--- src/rtl/muxn_rr_arbiter.sv ---
// rtl/muxn_rr_arbiter.sv - round-robin arbiter driving a shared N-way mux into one registered output stage
// Optional burst locking compiled in with `define MUXN_ARB_LOCK_EN.
module muxn_rr_arbiter #(
  parameter int N     = 5,
  parameter int WIDTH = 32,
  parameter int SEL_W = 3
) (
  input  logic                 CLK,
  input  logic                 ASYNCRESETN,
  input  logic [N-1:0]         req_valid,
  input  logic [WIDTH-1:0]     req_data [N-1:0],
  input  logic [N-1:0]         req_last,
  output logic [N-1:0]         req_ready,
  output logic                 out_valid,
  output logic [WIDTH-1:0]     out_data,
  output logic [SEL_W-1:0]     out_sel,
  input  logic                 out_ready
);

  logic [SEL_W-1:0] ptr_q;
  logic [SEL_W-1:0] ptr_nxt;
  logic [SEL_W-1:0] rr_win;
  logic [SEL_W-1:0] cand;
  logic             rr_found;
  logic [SEL_W-1:0] win;
  logic             grant;
  logic             grant_en;
  logic             ptr_adv;
  logic             load;
  logic [WIDTH-1:0] mux_data;

  assign load = !out_valid || out_ready;

  // Walk from the highest offset down so the lowest offset from ptr wins.
  always_comb begin
    rr_found = 1'b0;
    rr_win   = '0;
    cand     = '0;
    for (int k = N - 1; k >= 0; k--) begin
      cand = (int'(ptr_q) + k >= N) ? SEL_W'(int'(ptr_q) + k - N)
                                    : SEL_W'(int'(ptr_q) + k);
      if (req_valid[cand]) begin
        rr_found = 1'b1;
        rr_win   = cand;
      end
    end
  end

`ifdef MUXN_ARB_LOCK_EN
  typedef enum logic {ARB, LOCK} state_t;

  state_t           state_q, state_d;
  logic [SEL_W-1:0] lock_idx_q, lock_idx_d;

  always_ff @(posedge CLK or negedge ASYNCRESETN) begin
    if (!ASYNCRESETN) begin
      state_q    <= ARB;
      lock_idx_q <= '0;
    end else begin
      state_q    <= state_d;
      lock_idx_q <= lock_idx_d;
    end
  end

  always_comb begin
    state_d    = state_q;
    lock_idx_d = lock_idx_q;
    if (grant_en) begin
      if (req_last[win]) begin
        state_d = ARB;
      end else begin
        state_d    = LOCK;
        lock_idx_d = win;
      end
    end
  end

  // While locked only the owning requester can be granted.
  always_comb begin
    if (state_q == LOCK) begin
      win   = lock_idx_q;
      grant = req_valid[lock_idx_q];
    end else begin
      win   = rr_win;
      grant = rr_found;
    end
  end

  assign ptr_adv = grant_en && (state_d == ARB);
`else
  wire unused_req_last = ^req_last;

  assign win     = rr_win;
  assign grant   = rr_found;
  assign ptr_adv = grant_en;
`endif

  assign grant_en  = load && grant && ASYNCRESETN;
  assign req_ready = grant_en ? (N'(1) << win) : '0;
  assign mux_data  = req_data[win];
  assign ptr_nxt   = (int'(win) == N - 1) ? '0 : win + SEL_W'(1);

  always_ff @(posedge CLK or negedge ASYNCRESETN) begin
    if (!ASYNCRESETN) begin
      out_valid <= 1'b0;
      out_data  <= '0;
      out_sel   <= '0;
      ptr_q     <= '0;
    end else if (load) begin
      out_valid <= grant;
      if (grant) begin
        out_data <= mux_data;
        out_sel  <= win;
      end
      if (ptr_adv) begin
        ptr_q <= ptr_nxt;
      end
    end
  end

endmodule

--- config.mk ---
export PLATFORM = sky130hd
export DESIGN_NAME = muxn_rr_arbiter
export DESIGN_NICKNAME = d
export VERILOG_FILES = /design/src/rtl/muxn_rr_arbiter.sv
export SDC_FILE = /design/constraint.sdc
export NUM_CORES = 1
export LEC_CHECK = 0
export ABC_AREA = 1
export CAP_MARGIN = 0
export CORE_MARGIN = 2
export CORE_UTILIZATION = 41
export CTS_CLUSTER_SIZE = 12
export DETAILED_ROUTE_END_ITERATION = 10
export HOLD_SLACK_MARGIN = 0.12
export PLACE_DENSITY = 0.85
export SETUP_SLACK_MARGIN = 0.5
export SLEW_MARGIN = 20
export SYNTH_ARGS = -nofsm -noshare
export SYNTH_HDL_FRONTEND = slang
export SYNTH_SLANG_ARGS = --single-unit
--- constraint.sdc ---
create_clock -name CLK -period 4.1 [get_ports CLK]
set_input_delay 0.82 -clock CLK [delete_from_list [all_inputs] [get_ports CLK]]
set_output_delay 0.82 -clock CLK [all_outputs]
set_load 0.02 [all_outputs]
# Word-level counts from Yosys, hierarchy flattened
# Cells that the tools add are included.
# W data, S select, Z words.
[word_totals]
in_bits = 173
register_bits = 39
[op_classes]
addsub = 10
shift = 1
muxes = 29
n_reduce_logical = 6
magnitude_cmp = 11
eq_ne = 1
[ops]
columns = ["cell", "n"]
rows = [
  ["$bmux W32 S3", 1],
  ["$mux W3", 11],
  ["$mux W32", 1],
  ["$lt A3 B4 Y1 const B", 6],
  ["$ge A4 B3 Y1 const B", 4],
  ["$bmux W1 S3", 5],
  ["$sub A3 B3 Y3 const B", 5],
  ["$mux W1", 10],
  ["$add A3 B2 Y4 const B", 2],
  ["$mux W5", 1],
  ["$shl A1 B3 Y5 const A", 1],
  ["$add A3 B1 Y4 const B", 1],
  ["$add A3 B3 Y4 const B", 1],
  ["$reduce_and A2 Y1", 2],
  ["$add A3 B1 Y3 const B", 1],
  ["$eq A3 B3 Y1 const B", 1],
  ["$ge A3 B3 Y1 const B", 1],
  ["$logic_and A1 B1 Y1", 2],
  ["$logic_not A1 Y1", 1],
  ["$logic_or A1 B1 Y1", 1],
]

# Depth between registers and ports, before layout
# Gate-level depths: netlist (run 1).
[logic_depth]
word_depth = 13
depth_mapped = 27
depth_no_buf = 25

# Worst setup path before layout (run 1)
# No wires, ideal clock.
[synth_timing]
kind = "reg2out"
from = "register ptr_q[0]"
to = "output req_ready[2]"
slack_ns = 0.224
stages_incl_launch_ff = 21
t_arrival_ns = 3.056
path_cell_list = "dfrtp_1 > inv_1 > buf_2 > ha_1 > inv_1 > fa_1 > inv_1 > nand2_2 > o21ai_1 > nand3_1 > nand2_1 > nand2_1 > nand2_1 > a21oi_1 > nand2_1 > nand2_1 > nand3_1 > nand2_1 > buf_4 > buf_4 > nor3_1"
[synth_via]
elab_chain_len = 13
word_cells_on_any_way = 43
classes_between = "add/sub: 9; order compare: 5; shift: 1; mux: 26; reduce/logical: 2"
[synth_lines]
columns = ["item", "line_no", "source"]
rows = [
  ["start, declared", "20", "logic [SEL_W-1:0] ptr_q;"],
  ["start signal, assigned", "116", "ptr_q <= ptr_nxt;"],
  ["$add A3 B3 Y4", "40, 41", ""],
  ["$ge A4 B3 Y1 or $sub A3 B3 Y3 (tied branches)", "40", "cand = (int'(ptr_q) + k >= N) ? SEL_W'(int'(ptr_q) + k - N)"],
  ["$mux W3", "40", ""],
  ["$bmux W1 S3", "42", "if (req_valid[cand]) begin"],
  ["$mux W1 (not written as such)", "42", ""],
  ["$mux W1 (5 in series)", "42", ""],
  ["$logic_and A1 B1 Y1 (2 in series)", "98", "assign grant_en = load && grant && ASYNCRESETN;"],
  ["$mux W5 (*)", "99", "assign req_ready = grant_en ? (N'(1) << win) : '0;"],
  ["end, declared", "13", "output logic [N-1:0] req_ready,"],
]
# Mark *: on every way between the ends. The rest lies on a longest branch, timed or not. The select of a mux whose other input is x is not followed.

# Final worst setup path (run 1)
[layout_timing]
from = "register ptr_q[0]"
to = "output req_ready[3]"
# Same word-level chain as after synthesis.

==> impl_results.md, run 1 <==
* Status: finished clean
* Max cap viols at 0
* Clk slew on worst S/H paths at 80 ps
* CTS buffer count at 5
* Synth warnings at 0
* CTS tree: done
* Endpoint class of the critical path: output port
* Final setup vio count at 0
* R2r endpoint: out_data[7]
* Largest net degree at the start of global routing at 50
* RSZ-0062 raised after global routing: yes
* Yosys top cell area share at 0.320
* Register area share after synthesis at 0.238
* Yosys top cell by area: nand2_1
* Synth top area cells: nand2_1, dfrtp_1, nand3_1
* Synthesized flop and latch total at 39
* Synth Cell Area at 4100 µm²
* HPWL Detailed at 11.0 mm
* Filler cell count in the final layout at 797
* Width of the die at 104 µm
* Period utilization at 0.925
* Initial DRC Count at 327
* N_diodes at 0
* CP Class: register to output port
* Number of core rows at 36
* Layout cells sized above 1 at 0.178
* Slew Viols, Final at 0
* Synth cell types at 32
* TNS Setup at 0 ps
* Mapped Nets at 884
* Hold Crit Start: out_data[18]
* Worst skew pair latency at 290 ps
* Routed vias at 5299
* Worst setup SP type: register
* Htree depth at 2
* Antenna-violating nets left at 0
* Initial core utilization at 0.421
* Hold endpoint: out_data[18]
* Die Footprint at 10800 µm²
* Cells after Synth at 702
* Root Buffer: clkbuf_8
* DR WL/cell at 14.5 µm
* Final worst path period need at 3790 ps
* Final WL at 15.4 mm
* Hold depth at 2
* Critical R2R Launch: ptr_q[1]
* First-pass GRT wire length at 24.8 mm
* Clk sinks at 39
* Synth-to-Final Area Change at 68.8%
* Slew margin rel. at 0.642
* Gpl congestion at 0.931
* Avg Cell Area, Syn at 5.84 µm²
* Drt drc at 0
* HP Class: register to register
* DR pass1 iterations at 6
* IO Port Bufs at 208
* Antenna violations before repair at 0
* Required @ worst endpoint at 3280 ps
* CTS Hold Bufs at 0
* Number of global-route vias before repair at 5061
* NumNets Final at 1110
* Clock buffer depth at 2
* R2r setup slk at 640 ps
* Setup Skew at 6.00 ps
* Arr. time, crit path at 2970 ps
* Hold Violations, Final at 0
* Actual slew at the worst max-slew pin at 537 ps
* Core Box Area at 9730 µm²
* Vias per cell at 4.99
* Worst reg2reg path depth at 20
* Total track usage at 0.280
* Max FO, Critical Path at 6
* Fmax at 264 MHz
* IO Pins at 214
* Total grt overflow at 0
* Die H at 104 µm
## worst max path at each step
stage	start	end	slack, ps	cells after the start
after floorplan	ptr_q[0]	req_ready[0]	500	20
after detailed placement	req_valid[3]	req_ready[0]	7	16
after CTS	ptr_q[0]	req_ready[1]	380	19
after global routing	ptr_q[1]	req_ready[0]	190	21
final	ptr_q[0]	req_ready[3]	310	21
after global placement	req_valid[3]	req_ready[0]	20	16
## cell usage after synthesis, drive strengths merged
cell type	instances
a21oi	58
buf	33
clkbuf	4
dfrtp	39
fa	1
ha	8
inv	30
nand2	367
nand3	86
nand3b	3
nand4	5
nor2	50
nor3	2
nor4	1
o211ai	1
o21ai	12
o22ai	2
## repair_timing
action                                  4_1_cts  5_1_grt
pin swaps                                     9        3
resized for setup                            67       27
gates cloned                                  0        0
buffers inserted                             12        5
endpoints found under the setup margin        6       38
## logic make-up (layout without fill, tap and decap cells)
group / Yosys count / after routing / share of synthesized area
adders and majority gates: 9 / 9 / 0.0293
AOI/OAI and AO/OA: 73 / 73 / 0.113
and+or+nand+nor: 514 / 514 / 0.538
DFF: 39 / 39 / 0.238
buffers and inverters: 67 / 294 / 0.0818
## critical path, cell delays in order, from the launching register on
cell,delay (ps)
dfrtp_1,400
inv_2,70
ha_1,130
inv_1,50
fa_2,370
inv_2,110
nand2_4,90
nand2_2,90
o21ai_4,70
nor2_1,90
nand3b_1,190
nand2_4,160
a21oi_2,40
nand2_1,70
nand2_2,70
nand3_2,90
nand2_4,90
buf_12,130
nor2_4,130
nand2_4,60
inv_2,50
buf_6,110
## layout make-up
type                       instances  area [µm²]  area share
inverter                          30         123      0.0177
clock buffer                       6        72.6      0.0105
sequential                        39         978       0.141
timing repair buffer             256        2490       0.360
multi-input combinational        596        3030       0.438
clock inverter                     2        60.1     0.00868
tap                              133         166      0.0241
## routing by layer
layer,wire length (µm),part of all wire,up-vias,track usage
li1,-,-,2690,-
met1,6250,0.41,2369,0.335
met2,7690,0.50,213,0.505
met3,1100,0.071,27,0.0545
met4,386,0.025,0,0.0859
met5,0,0,-,0
## stage by stage
step                 util  hold slack (ps)  cells  area, µm²  setup WS, ps
floorplan               -              524    702       4130           504
global placement    0.657              466   1037       6390          22.8
CTS                 0.694              495   1057       6750           382
detailed placement  0.657              476   1037       6390          7.41
finish              0.711              491   1062       6920           306
global route        0.711              511   1062       6920           189
## cells in the final DEF, fill, tap and decap left out, types with 5 or more instances in the layout
master / count
nand2_1: 331
clkdlybuf4s50_1: 202
nand3_1: 80
nor2_1: 41
buf_4: 40
dfrtp_1: 37
a21oi_1: 35
a21oi_2: 23
nand2_2: 22
inv_1: 16
nand2_4: 13
buf_6: 11
inv_2: 10
o21ai_2: 5
o21ai_0: 5
nor2_4: 5
ha_1: 5
clkbuf_8: 5
## flip-flops by register name, summed over array words and instances, names as in the netlist
| name | count |
|---|---|
| ptr_q | 3 |
| out_sel | 3 |
| out_data | 32 |
| out_valid | 1 |
Power of run 1 is not shown: default switching activity piles up to over one toggle a cycle in this logic, so the estimate is an artifact.
==> run 2: changes to the inputs <==
clock period = 4.34 ns   (was 4.1 ns; I/O delays follow)
==> run 2 against run 1 <==
Compared with the run above: worst hold slack is essentially flat; setup slack gained 130 ps; wire length shrank 0.95%; non-clock buffer count shrank 15; global-route usage shrank 0.93 points; core utilization shrank 2.9 points; clock skew grew 3.7 ps; critical path type unchanged; die area is the same.
==> impl_results.md, run 2 (synthesis results as in run 1) <==
* First-pass GRT wire length at 23.9 mm
* CP Class: register to output port
* DR WL/cell at 14.6 µm
* Crit path buffers/inverters at 5
* CTS buffer count at 5
* DR pass1 iterations at 5
* Vias per cell at 5.03
* Layout cells sized above 1 at 0.160
* Hold depth at 2
* Largest net degree at the start of global routing at 50
* Total grt overflow at 0
* Hold Violations, Final at 0
* Die Footprint at 10800 µm²
* Slew margin rel. at 0.510
* Final setup vio count at 0
* CP top delay family: simple AND/OR/NAND/NOR gates
* Final Worst Setup Slack at 439 ps
* Endpoint class of the critical path: output port
* Hold WS at 491 ps
* HPWL Detailed at 11.1 mm
* Max FO, Critical Path at 7
* R2r setup slk at 920 ps
* Gpl congestion at 0.921
* Synth-to-Final Area Change at 61.8%
* Hold Crit Start: out_data[14]
* Routed vias at 5262
* Crit path cell chain: inv_2 -> ha_4 -> inv_2 -> fa_2 -> inv_2 -> nand2_4 -> nand2_4 -> o21ai_4 -> nor2_2 -> nand3b_1 -> buf_4 -> a21oi_2 -> nor2_1 -> nand2_1 -> nand3_2 -> nand2_4 -> nand2_2 -> nor2_4 -> buf_6
* Most frequent cells in the layout: nand2_1, clkdlybuf4s50_1, nand3_1
* Initial DRC Count at 407
* Initial core utilization at 0.421
* Setup Skew at 9.73 ps
* CTS Hold Bufs at 0
* Fin area at 6630 µm²
* Die H at 104 µm
* Required @ worst endpoint at 3470 ps
* Worst setup SP type: register
* Slew Viols, Final at 0
* R2r endpoint: out_data[26]
* CP max stage cell: fa_2
* Most common cell after layout, fill and taps aside: nand2_1
* FF+latch area at 977 µm²
* TNS Setup at 0 ps
* Multi-input gate area at 2960 µm²
* Pre-CTS setup slack at 65.0 ps
* Worst reg2reg path depth at 17
* Antenna-violating nets left at 0
* CTS tree: done
* Total track usage at 0.271
* Hold endpoint: out_data[14]
* NumNets Final at 1095
* IO Pins at 214
* RSZ-0062 raised after global routing: yes
* IO Port Bufs at 208
* Clock buffer depth at 2
* Reg with most FFs: out_data
* Max incr delay on CP at 420 ps
* Status: finished clean
* Width of the die at 104 µm
* Root Buffer: clkbuf_8
* Clk slew on worst S/H paths at 90 ps
* Max cap viols at 0
* N_diodes at 0
* Fmax at 256 MHz
* Final worst path period need at 3900 ps
* Top Registers: out_data x32, out_sel x3, ptr_q x3
* Number of core rows at 36
* Drt drc at 0
* Number of global-route vias before repair at 4717
* Critical R2R Launch: ptr_q[0]
* Worst skew pair latency at 300 ps
* Antenna violations before repair at 0
* Area after DPL at 6290 µm²
* Htree depth at 2
* Filler cell count in the final layout at 874
* Arr. time, crit path at 3030 ps
* Clk sinks at 39
* Actual slew at the worst max-slew pin at 732 ps
* Final WL at 15.3 mm
* Max reg flops at 32
* Period utilization at 0.899
* HP Class: register to register
* Core Box Area at 9730 µm²
==> run 2: changes by cell type in the layout (fill, tap and decap cells not counted), moves of 3 or more <==
| cell | change |
|---|---|
| nand2_2 | -5 |
| buf_6 | -9 |
| inv_2 | +3 |
| nand2_4 | -3 |
| nand2_1 | +8 |
| buf_4 | -4 |
==> run 2: stage by stage <==
step	instances	utilization
after floorplan	702	-
after global placement	1027	0.647
after detailed placement	1027	0.647
after CTS	1036	0.658
after global routing	1047	0.682
final	1047	0.682
==> run 2: layout make-up <==
cell class,count,area share
clock buffer,5,0.0104
clock inverter,3,0.00302
inverter,30,0.0177
multi-input combinational,596,0.447
sequential,39,0.147
tap,133,0.0251
timing repair buffer,241,0.350
==> run 2: how the worst max path moves through the flow <==
| stage | startpoint | end | depth (start not counted) |
|---|---|---|---|
| after CTS | ptr_q[0] | req_ready[0] | 19 |
| after detailed placement | req_valid[3] | req_ready[0] | 16 |
| after floorplan | ptr_q[0] | req_ready[0] | 20 |
| final | ptr_q[0] | req_ready[0] | 19 |
| after global routing | ptr_q[0] | req_ready[1] | 19 |
| after global placement | req_valid[3] | req_ready[0] | 16 |
==> run 2: what timing repair did <==
item | in CTS | in global routing
cloned | 0 | 0
endpoints found under the setup margin | 5 | 5
pin swaps | 2 | 22
hold endpoints to repair | 0 | 0
buffers inserted | 1 | 11
resized for setup | 33 | 42
==> run 2: worst reg2reg max path, delay by kind of cell (launching register included) <==
family	cells	cell delay (ps)
and+or+nand+nor	8	1110
buffers and inverters	5	1040
adders and majority gates	2	540
AOI/OAI and AO/OA	2	240
DFF	1	390
==> run 2: metal layers <==
metal	track usage	up-vias	share of wire
li1	-	2655	-
met1	0.337	2346	0.41
met2	0.467	230	0.49
met3	0.0558	31	0.069
met4	0.0907	0	0.029
met5	0	-	0
Power of run 2 is left out for the same reason.
